$ cat src/rtl/ac97_cmd_scheduler.sv
// AC97 command-slot owner: boot delay, fixed codec init, then round-robin register writes/reads.
// Latency: write acked 1 frame after grant, read acked 2..RD_TIMEOUT+1 frames after grant.
// Backpressure: one command per frame; requesters hold req until their ack pulse.
module ac97_cmd_scheduler #(
    parameter int          NREQ        = 3,
    parameter logic [15:0] SAMPLE_RATE = 16'h1F40,
    parameter int          BOOT_FRAMES = 16,
    parameter int          RD_TIMEOUT  = 8
) (
    input  logic               clock_27mhz,
    input  logic               reset_b,
    input  logic               frame_tick,
    input  logic [NREQ-1:0]    req,
    input  logic [NREQ-1:0]    req_rw,
    input  logic [7*NREQ-1:0]  req_addr,
    input  logic [16*NREQ-1:0] req_data,
    output logic [NREQ-1:0]    ack,
    output logic               err,
    output logic [15:0]        rd_data,
    input  logic               status_valid,
    input  logic [6:0]         status_address,
    input  logic [15:0]        status_data,
    output logic [7:0]         command_address,
    output logic [15:0]        command_data,
    output logic               command_valid,
    output logic               init_done
);
    localparam int PW = (NREQ > 1) ? $clog2(NREQ) : 1;

    typedef enum logic [2:0] {BOOT, INIT, IDLE, ISSUE, WAIT_RD} state_t;

    state_t          state_q, state_d;
    logic [15:0]     boot_cnt_q, boot_cnt_d;
    logic [2:0]      init_idx_q, init_idx_d;
    logic [7:0]      to_cnt_q, to_cnt_d;
    logic [PW-1:0]   rr_q, rr_d, gnt_q, gnt_d;
    logic [6:0]      addr_q, addr_d;
    logic            rw_q, rw_d;
    logic [NREQ-1:0] ack_q, ack_d;
    logic            err_q, err_d;
    logic [15:0]     rd_data_q, rd_data_d;
    logic [7:0]      cmd_addr_q, cmd_addr_d;
    logic [15:0]     cmd_data_q, cmd_data_d;
    logic            cmd_vld_q, cmd_vld_d;
    logic            init_done_q, init_done_d;

    logic [PW-1:0]   nxt_ptr, arb_ptr, pick;
    logic            found, try_grant;
    logic [22:0]     init_ent;

    function automatic logic [22:0] init_entry(input logic [2:0] k);
        case (k)
            3'd0:    init_entry = {7'h2A, 16'h0001};
            3'd1:    init_entry = {7'h2C, SAMPLE_RATE};
            3'd2:    init_entry = {7'h32, SAMPLE_RATE};
            3'd3:    init_entry = {7'h18, 16'h0808};
            default: init_entry = {7'h1A, 16'h0000};
        endcase
    endfunction

    assign init_ent = init_entry(init_idx_q);
    assign nxt_ptr  = (int'(gnt_q) == NREQ - 1) ? '0 : gnt_q + 1'b1;
    // A write completing on this tick hands the slot on from the pointer it just advanced.
    assign arb_ptr  = (state_q == ISSUE) ? nxt_ptr : rr_q;

    always_comb begin
        found = 1'b0;
        pick  = '0;
        for (int i = 0; i < NREQ; i++) begin
            if (!found && req[(int'(arb_ptr) + i) % NREQ]) begin
                found = 1'b1;
                pick  = PW'((int'(arb_ptr) + i) % NREQ);
            end
        end
    end

    always_comb begin
        state_d     = state_q;
        boot_cnt_d  = boot_cnt_q;
        init_idx_d  = init_idx_q;
        to_cnt_d    = to_cnt_q;
        rr_d        = rr_q;
        gnt_d       = gnt_q;
        addr_d      = addr_q;
        rw_d        = rw_q;
        ack_d       = '0;
        err_d       = err_q;
        rd_data_d   = rd_data_q;
        cmd_addr_d  = cmd_addr_q;
        cmd_data_d  = cmd_data_q;
        cmd_vld_d   = cmd_vld_q;
        init_done_d = init_done_q;
        try_grant   = 1'b0;

        case (state_q)
            BOOT: begin
                if (frame_tick) begin
                    if (boot_cnt_q == 16'(BOOT_FRAMES - 1)) begin
                        cmd_addr_d = {1'b0, init_ent[22:16]};
                        cmd_data_d = init_ent[15:0];
                        cmd_vld_d  = 1'b1;
                        init_idx_d = init_idx_q + 3'd1;
                        state_d    = INIT;
                    end else begin
                        boot_cnt_d = boot_cnt_q + 16'd1;
                    end
                end
            end
            INIT: begin
                if (frame_tick) begin
                    if (init_idx_q < 3'd5) begin
                        cmd_addr_d = {1'b0, init_ent[22:16]};
                        cmd_data_d = init_ent[15:0];
                        cmd_vld_d  = 1'b1;
                        init_idx_d = init_idx_q + 3'd1;
                    end else begin
                        cmd_vld_d   = 1'b0;
                        init_done_d = 1'b1;
                        state_d     = IDLE;
                    end
                end
            end
            IDLE: begin
                if (frame_tick) begin
                    cmd_vld_d = 1'b0;
                    try_grant = 1'b1;
                end
            end
            ISSUE: begin
                if (frame_tick) begin
                    cmd_vld_d = 1'b0;
                    if (rw_q) begin
                        to_cnt_d = '0;
                        state_d  = WAIT_RD;
                    end else begin
                        ack_d[gnt_q] = 1'b1;
                        err_d        = 1'b0;
                        rr_d         = nxt_ptr;
                        state_d      = IDLE;
                        try_grant    = 1'b1;
                    end
                end
            end
            WAIT_RD: begin
                // A matching status beats a timeout tick arriving in the same cycle.
                if (status_valid && status_address == addr_q) begin
                    ack_d[gnt_q] = 1'b1;
                    err_d        = 1'b0;
                    rd_data_d    = status_data;
                    rr_d         = nxt_ptr;
                    state_d      = IDLE;
                end else if (frame_tick) begin
                    if (to_cnt_q == 8'(RD_TIMEOUT - 1)) begin
                        ack_d[gnt_q] = 1'b1;
                        err_d        = 1'b1;
                        rd_data_d    = 16'h0000;
                        rr_d         = nxt_ptr;
                        state_d      = IDLE;
                    end else begin
                        to_cnt_d = to_cnt_q + 8'd1;
                    end
                end
            end
            default: state_d = BOOT;
        endcase

        if (try_grant && found) begin
            gnt_d      = pick;
            rw_d       = req_rw[pick];
            addr_d     = req_addr[7*int'(pick) +: 7];
            cmd_addr_d = {req_rw[pick], req_addr[7*int'(pick) +: 7]};
            cmd_data_d = req_rw[pick] ? 16'h0000 : req_data[16*int'(pick) +: 16];
            cmd_vld_d  = 1'b1;
            state_d    = ISSUE;
        end
    end

    always_ff @(posedge clock_27mhz or negedge reset_b) begin
        if (!reset_b) begin
            state_q     <= BOOT;
            boot_cnt_q  <= '0;
            init_idx_q  <= '0;
            to_cnt_q    <= '0;
            rr_q        <= '0;
            gnt_q       <= '0;
            addr_q      <= '0;
            rw_q        <= 1'b0;
            ack_q       <= '0;
            err_q       <= 1'b0;
            rd_data_q   <= '0;
            cmd_addr_q  <= '0;
            cmd_data_q  <= '0;
            cmd_vld_q   <= 1'b0;
            init_done_q <= 1'b0;
        end else begin
            state_q     <= state_d;
            boot_cnt_q  <= boot_cnt_d;
            init_idx_q  <= init_idx_d;
            to_cnt_q    <= to_cnt_d;
            rr_q        <= rr_d;
            gnt_q       <= gnt_d;
            addr_q      <= addr_d;
            rw_q        <= rw_d;
            ack_q       <= ack_d;
            err_q       <= err_d;
            rd_data_q   <= rd_data_d;
            cmd_addr_q  <= cmd_addr_d;
            cmd_data_q  <= cmd_data_d;
            cmd_vld_q   <= cmd_vld_d;
            init_done_q <= init_done_d;
        end
    end

    assign ack             = ack_q;
    assign err             = err_q;
    assign rd_data         = rd_data_q;
    assign command_address = cmd_addr_q;
    assign command_data    = cmd_data_q;
    assign command_valid   = cmd_vld_q;
    assign init_done       = init_done_q;

endmodule

$ cat config.mk
export PLATFORM = sky130hd
export DESIGN_NAME = ac97_cmd_scheduler
export DESIGN_NICKNAME = d
export VERILOG_FILES = /design/src/rtl/ac97_cmd_scheduler.sv
export SDC_FILE = /design/constraint.sdc
export NUM_CORES = 1
export LEC_CHECK = 0
export ABC_AREA = 1
export CORE_MARGIN = 2
export CORE_UTILIZATION = 35
export CTS_BUF_LIST = sky130_fd_sc_hd__clkbuf_4
export DETAILED_ROUTE_END_ITERATION = 12
export HOLD_SLACK_MARGIN = 0.12
export SLEW_MARGIN = 0
export SYNTH_ARGS = -nofsm -noshare
export SYNTH_HDL_FRONTEND = slang
export SYNTH_SLANG_ARGS = --single-unit
$ cat constraint.sdc
create_clock -name clock_27mhz -period 5 [get_ports clock_27mhz]
set_clock_uncertainty 0.2 [all_clocks]
set_input_delay 1 -clock clock_27mhz [delete_from_list [all_inputs] [get_ports clock_27mhz]]
set_output_delay 1 -clock clock_27mhz [all_outputs]
set_load 0.005 [all_outputs]
# Word-level counts from Yosys, hierarchy flattened
# Cells that the tools add are included.
totals:
  ff_bits: 88
  word_cells: 183
op_classes:
  add_sub_neg: 6
  n_mul: 1
  n_div: 3
  magnitude_cmp: 7
  n_eq_ne: 33
  n_shift: 2
  muxes: 89
  n_bitwise: 2
  n_reduce_logical: 25
op_table:
  columns: ["cell", "n"]
  rows:
  - ["16-bit two-way mux", 9]
  - ["32-bit by 4-bit < comparator with 1-bit output (second input constant)", 3]
  - ["22-bit one-hot mux with 4 select lines", 1]
  - ["8-bit two-way mux", 10]
  - ["32-bit by 3-bit remainder unit with 32-bit output (second input constant)", 2]
  - ["3-bit two-way mux", 19]
  - ["48-bit by 7-bit indexed part select with 16-bit output", 1]
  - ["3-bit by 3-bit remainder unit with 32-bit output (second input constant)", 1]
  - ["16-bit one-hot mux with 2 select lines", 1]
  - ["8-bit one-hot mux with 2 select lines", 2]
  - ["1-bit two-way mux", 25]
  - ["2-bit != test (second input constant)", 11]
  - ["3-bit != test (second input constant)", 7]
  - ["21-bit by 6-bit indexed part select with 7-bit output", 1]
  - ["2-bit two-way mux", 10]
  - ["5-bit AND reduction", 4]
  - ["16-bit by 1-bit adder with 16-bit output (second input constant)", 1]
  - ["16-bit by 4-bit equality test with 1-bit output (second input constant)", 1]
  - ["3-bit one-hot mux with 5 select lines", 1]
  - ["3-bit by 2-bit equality test with 1-bit output (second input constant)", 4]
  - ["3-bit one-hot mux with 2 select lines", 2]
  - ["3-bit AND reduction", 3]
  - ["8-bit by 1-bit adder with 8-bit output (second input constant)", 1]
  - ["1-bit binary-select mux with 2-bit select", 4]
  - ["30 further kinds", 44]

# Logic depth before layout (Yosys ltp)
logic_depth:
  depth_word: 18
  ltp_mapped: 21

# Worst setup path before layout
# No wires, ideal clock.
synth_path:
  kind: "flip-flop to flip-flop"
  startpoint: "register state_q[1]"
  endpoint: "register cmd_data_q[13], in the netlist command_data[13]"
  t_arrival_ns: 2.471
  required_time_ns: 4.682
  setup_slack_ns: 2.211
  path_stages_with_launch: 20
  path_cell_list: "dfrtp_1 > nand2_1 > nor2_2 > nand2_1 > nand2_4 > inv_1 > ha_1 > o21ai_0 > nand2_2 > nand2_4 > clkinv_1 > nand3_2 > nand3_2 > clkbuf_4 > nand3_1 > nand2_2 > nor2_4 > nor2_4 > nand3_1 > nand2_1"
synth_between:
  elab_chain_len: 17
  elab_cells_between_ends: 43
  cone_classes: "2 x add/sub; 3 x div; 7 x eq/ne; 1 x shift; 22 x mux; 8 x reduce/logical"
synth_rtl:
  columns: ["item", "line", "rtl"]
  rows:
  - ["from (decl)", "32", "state_t state_q, state_d;"]
  - ["from (signal assigned)", "196", "state_q <= state_d;"]
  - ["branches (longest 17 deep; another with 32-bit by 3-bit remainder unit with 32-bit output)", null, null]
  - ["to (signal assigned)", "208", "cmd_data_q <= cmd_data_d;"]
  - ["to (decl)", "43", "logic [15:0] cmd_data_q, cmd_data_d;"]
# Several ways; the timed one is not identified. The select of a mux whose other input is x is not followed.
# A chain may end at the register's enable or synchronous reset.

# Worst setup path in the final report
layout_path:
  startpoint: "register state_q[2]"
  endpoint: "register cmd_data_q[1], in the netlist command_data[1]"
# The elaborated chain is that of the path after synthesis.

==> metrics.csv <==
stage;metric;value;unit
outcome;status;finished clean;
yosys;syn_inst;610;
yosys;avgSynthCellArea;8.12;µm²
clocking;cts_hold_buf;0;
clocking;cts_resized;0;
critical_path;critPathTopFamily;simple AND/OR/NAND/NOR gates;
clocking;clockBufferDepth;2;
sta;tightestPinTransition;1110;ps
sta;setup_viol;0;
yosys;ys_dominant_reg_cell;dfrtp_1;
yosys;synth_mux_area_share;0;%
clocking;cts.sinks;88;
layout;final_cell_area;6690;µm²
yosys;synth_fa_ha_area_share;2.27;%
layout;final_cell_mix;147 x nand2_1, 146 x clkdlybuf4s50_1, 88 x dfrtp_1, 74 x inv_1, 47 x nand3_1;
critical_path;worstPathArrival;4060;ps
sta;hold_viol_final;0;
global_route;grt_pass1_vias;4422;
min_path;min_path_cells;1;
yosys;synth_seq_cells;88;
critical_path;cpMaxStageDelayCell;nand2_2;
critical_path;crit_chain;inv_2, nand3_2, nand2_1, nand2_4, inv_1, ha_1, nand2_1, o21ai_0, nand2_2, nand2_4, nor2_4, nand3_1, nand2_2, inv_2, nor3_1, nor2_4, nand3_1, nand2_1;
critical_path;crit_buf_inv;3;
place;dp_slack;906;ps
sta;fmax;257;MHz
clocking;cts_htree_levels;3;
drt;finalWirelength;13400;µm
sta;maxSlewHeadroom;25.7;%
sta;fin_crit;3890;ps
clocking;cts_tree;yes;
critical_path;rrSetupSlack;1110;ps
min_path;hp-class;reg2reg;
floorplanning;die_w;123;µm
floorplanning;start_util;35.8;%
floorplanning;die_h;123;µm
yosys;synth_edf_count;0;
yosys;synthXorXnorAreaFrac;3.71;%
yosys;synth.net_count;721;
critical_path;critical_path_class;reg2reg;
floorplanning;rows;43;
floorplanning;design.portCount;148;
place;dp.cells;921;
place;dpl_cell_area;6550;µm²
critical_path;crit_path_end_kind;flop;
power;vdd_ir_drop_max;0.325;mV
floorplanning;die-area;15100;µm²
drt;route.detailed.drc;0;
place;gp_congestion;0.865;
critical_path;critical_path.most_common_cell;nand2_1;
sta;tns;0;ps
drt;vias_per_cell;4.87;
layout;drive_gt1_share;7.15;%
place;port_buffers;147;
global_route;grt_max_degree;89;
critical_path;crit_path_max_fanout;30;
critical_path;crit_path_start;state_q[2]$_DFFE_PN0P_;
clocking;worstSkewPairLatency;450;ps
global_route;grt.overflow.total;0;
drt;ant_nets;0;
yosys;syn_area;4950;µm²
critical_path;r2r-end;command_data[1]$_DFFE_PN0P_;
critical_path;worstSetupEndpoint;command_data[1]$_DFFE_PN0P_;
drt;wire_per_inst;14.3;µm
sta;drv_slew;0;
min_path;hp-start;boot_cnt_q[15]$_DFFE_PN0P_;
place;dp_hpwl;10100;µm
sta;rsz0062_at_grt;no;
critical_path;worstRegToRegCells;18;
sta;setup_ws;1110;ps
clocking;cts_made_buffers;9;
yosys;async_reset_ff_share;100;%
job;cap_violations;0;
global_route;grt_usage;17.9;%
yosys;ys_types;45;
global_route;antenna_found_initial;0;
layout;final_nets;863;
global_route;grt_pass1_wl;21400;µm
drt;via_count;4549;
critical_path;start_kind;flop;
drt;drt-pass1-iter-count;4;
drt;drt_iter0_drc;261;
yosys;synth-simple-area-share;28.5;%
critical_path;path_depth;18;
yosys;yosysWarningCount;0;
power;leakage;3.16;nW
layout;area_delta_synth_final;35.1;%
critical_path;r2r_start;state_q[2]$_DFFE_PN0P_;
layout;diodes;0;
yosys;synth_top_family_by_area;simple AND/OR/NAND/NOR gates;
critical_path;slowest_delay;600;ps
layout;fin_cells;935;
layout;layout_commonest_cell;nand2_1;
clocking;ctsRootBufferMaster;clkbuf_4;
critical_path;worstPathRequired;5160;ps
yosys;ys_seq_area_share;44.5;%
sta;fin_crit_sh;77.9;%
floorplanning;coreArea;13800;µm²
power;p_per_area;556;nW/µm²
clocking;clk_pin_slew;140;ps
yosys;synth_compound_area_share;12.9;%
clocking;cts_setup_buffers;0;
## per-stage QoR
step	power (mW)	utilization (%)	hold slack [ps]
3_3_place_gp	3.26	47.4	259
5_1_grt	4.10	48.4	301
2_1_floorplan	2.66	-	242
3_5_place_dp	3.32	47.4	261
6_report	3.72	48.4	280
4_1_cts	3.75	48.4	282
## worst min-delay path by stage
| stage | to | slack (ps) |
|---|---|---|
| CTS | boot_cnt_q[15]$_DFFE_PN0P_ | 280 |
| global route | boot_cnt_q[15]$_DFFE_PN0P_ | 300 |
| finish | boot_cnt_q[15]$_DFFE_PN0P_ | 280 |
| detailed placement | boot_cnt_q[15]$_DFFE_PN0P_ | 260 |
| global placement | boot_cnt_q[15]$_DFFE_PN0P_ | 260 |
| floorplan | rr_q[0]$_DFFE_PN0P_ | 240 |
## power by group
part           internal (mW)  switching, mW  total [mW]
sequential             0.949          0.160        1.11
combinational          0.845           1.33        2.18
clock                  0.194          0.237       0.431
## registers in the layout (all words and copies together) (netlist names)
register,count
init_idx_q,3
command_address,8
gnt_q,2
err,1
ack,3
init_done,1
state_q,3
command_valid,1
rr_q,2
to_cnt_q,8
rd_data,16
addr_q,7
rw_q,1
command_data,16
boot_cnt_q,16
## metal layers
metal / track usage [%] / wire [µm] / vias up
li1: - / - / 2289
met1: 23.9 / 6100 / 2133
met2: 30.0 / 6490 / 110
met3: 2.54 / 567 / 17
met4: 6.03 / 196 / 0
met5: 0 / 0 / -
## synthesized netlist by cell type, drive strengths merged (5+ instances only)
library cell | number | area share, %
a21oi | 17 | 1.9
a32o | 16 | 3.2
buf | 9 | 1.4
clkbuf | 8 | 0.68
dfrtp | 88 | 44
ha | 9 | 2.3
inv | 78 | 5.9
nand2 | 157 | 13
nand3 | 52 | 5.8
nand3b | 8 | 1.2
nor2 | 52 | 5.0
nor3 | 13 | 1.3
o211ai | 9 | 1.4
o21ai | 36 | 3.8
o31ai | 5 | 0.76
or2 | 8 | 1.0
xnor2 | 7 | 1.2
xor2 | 14 | 2.5
## cell families after synthesis
| kind of cell | after synthesis |
|---|---|
| AO/OA/AOI/OAI | 95 |
| XOR/XNOR | 21 |
| adder cells (fa/ha/maj) | 9 |
| buffers and inverters | 97 |
| flip-flops | 88 |
| AND/OR/NAND/NOR | 300 |
## layout make-up
| cell class | instances | area [µm²] |
|---|---|---|
| inverter | 80 | 300 |
| timing repair buffer | 148 | 1480 |
| multi-input combinational | 425 | 2350 |
| tap | 180 | 225 |
| clock buffer | 9 | 67.6 |
| clock inverter | 5 | 73.8 |
| fill | 1316 | 7130 |
| sequential | 88 | 2200 |
## worst reg2reg max path, cell delays in order, from the launching register on
cell	delay, ps
dfrtp_1	480
inv_2	90
nand3_2	120
nand2_1	100
nand2_4	130
inv_1	60
ha_1	360
nand2_1	90
o21ai_0	110
nand2_2	110
nand2_4	70
nor2_4	120
nand3_1	360
nand2_2	600
inv_2	230
nor3_1	310
nor2_4	120
nand3_1	100
nand2_1	60
Note: power is estimated with default switching activity, not from simulation.
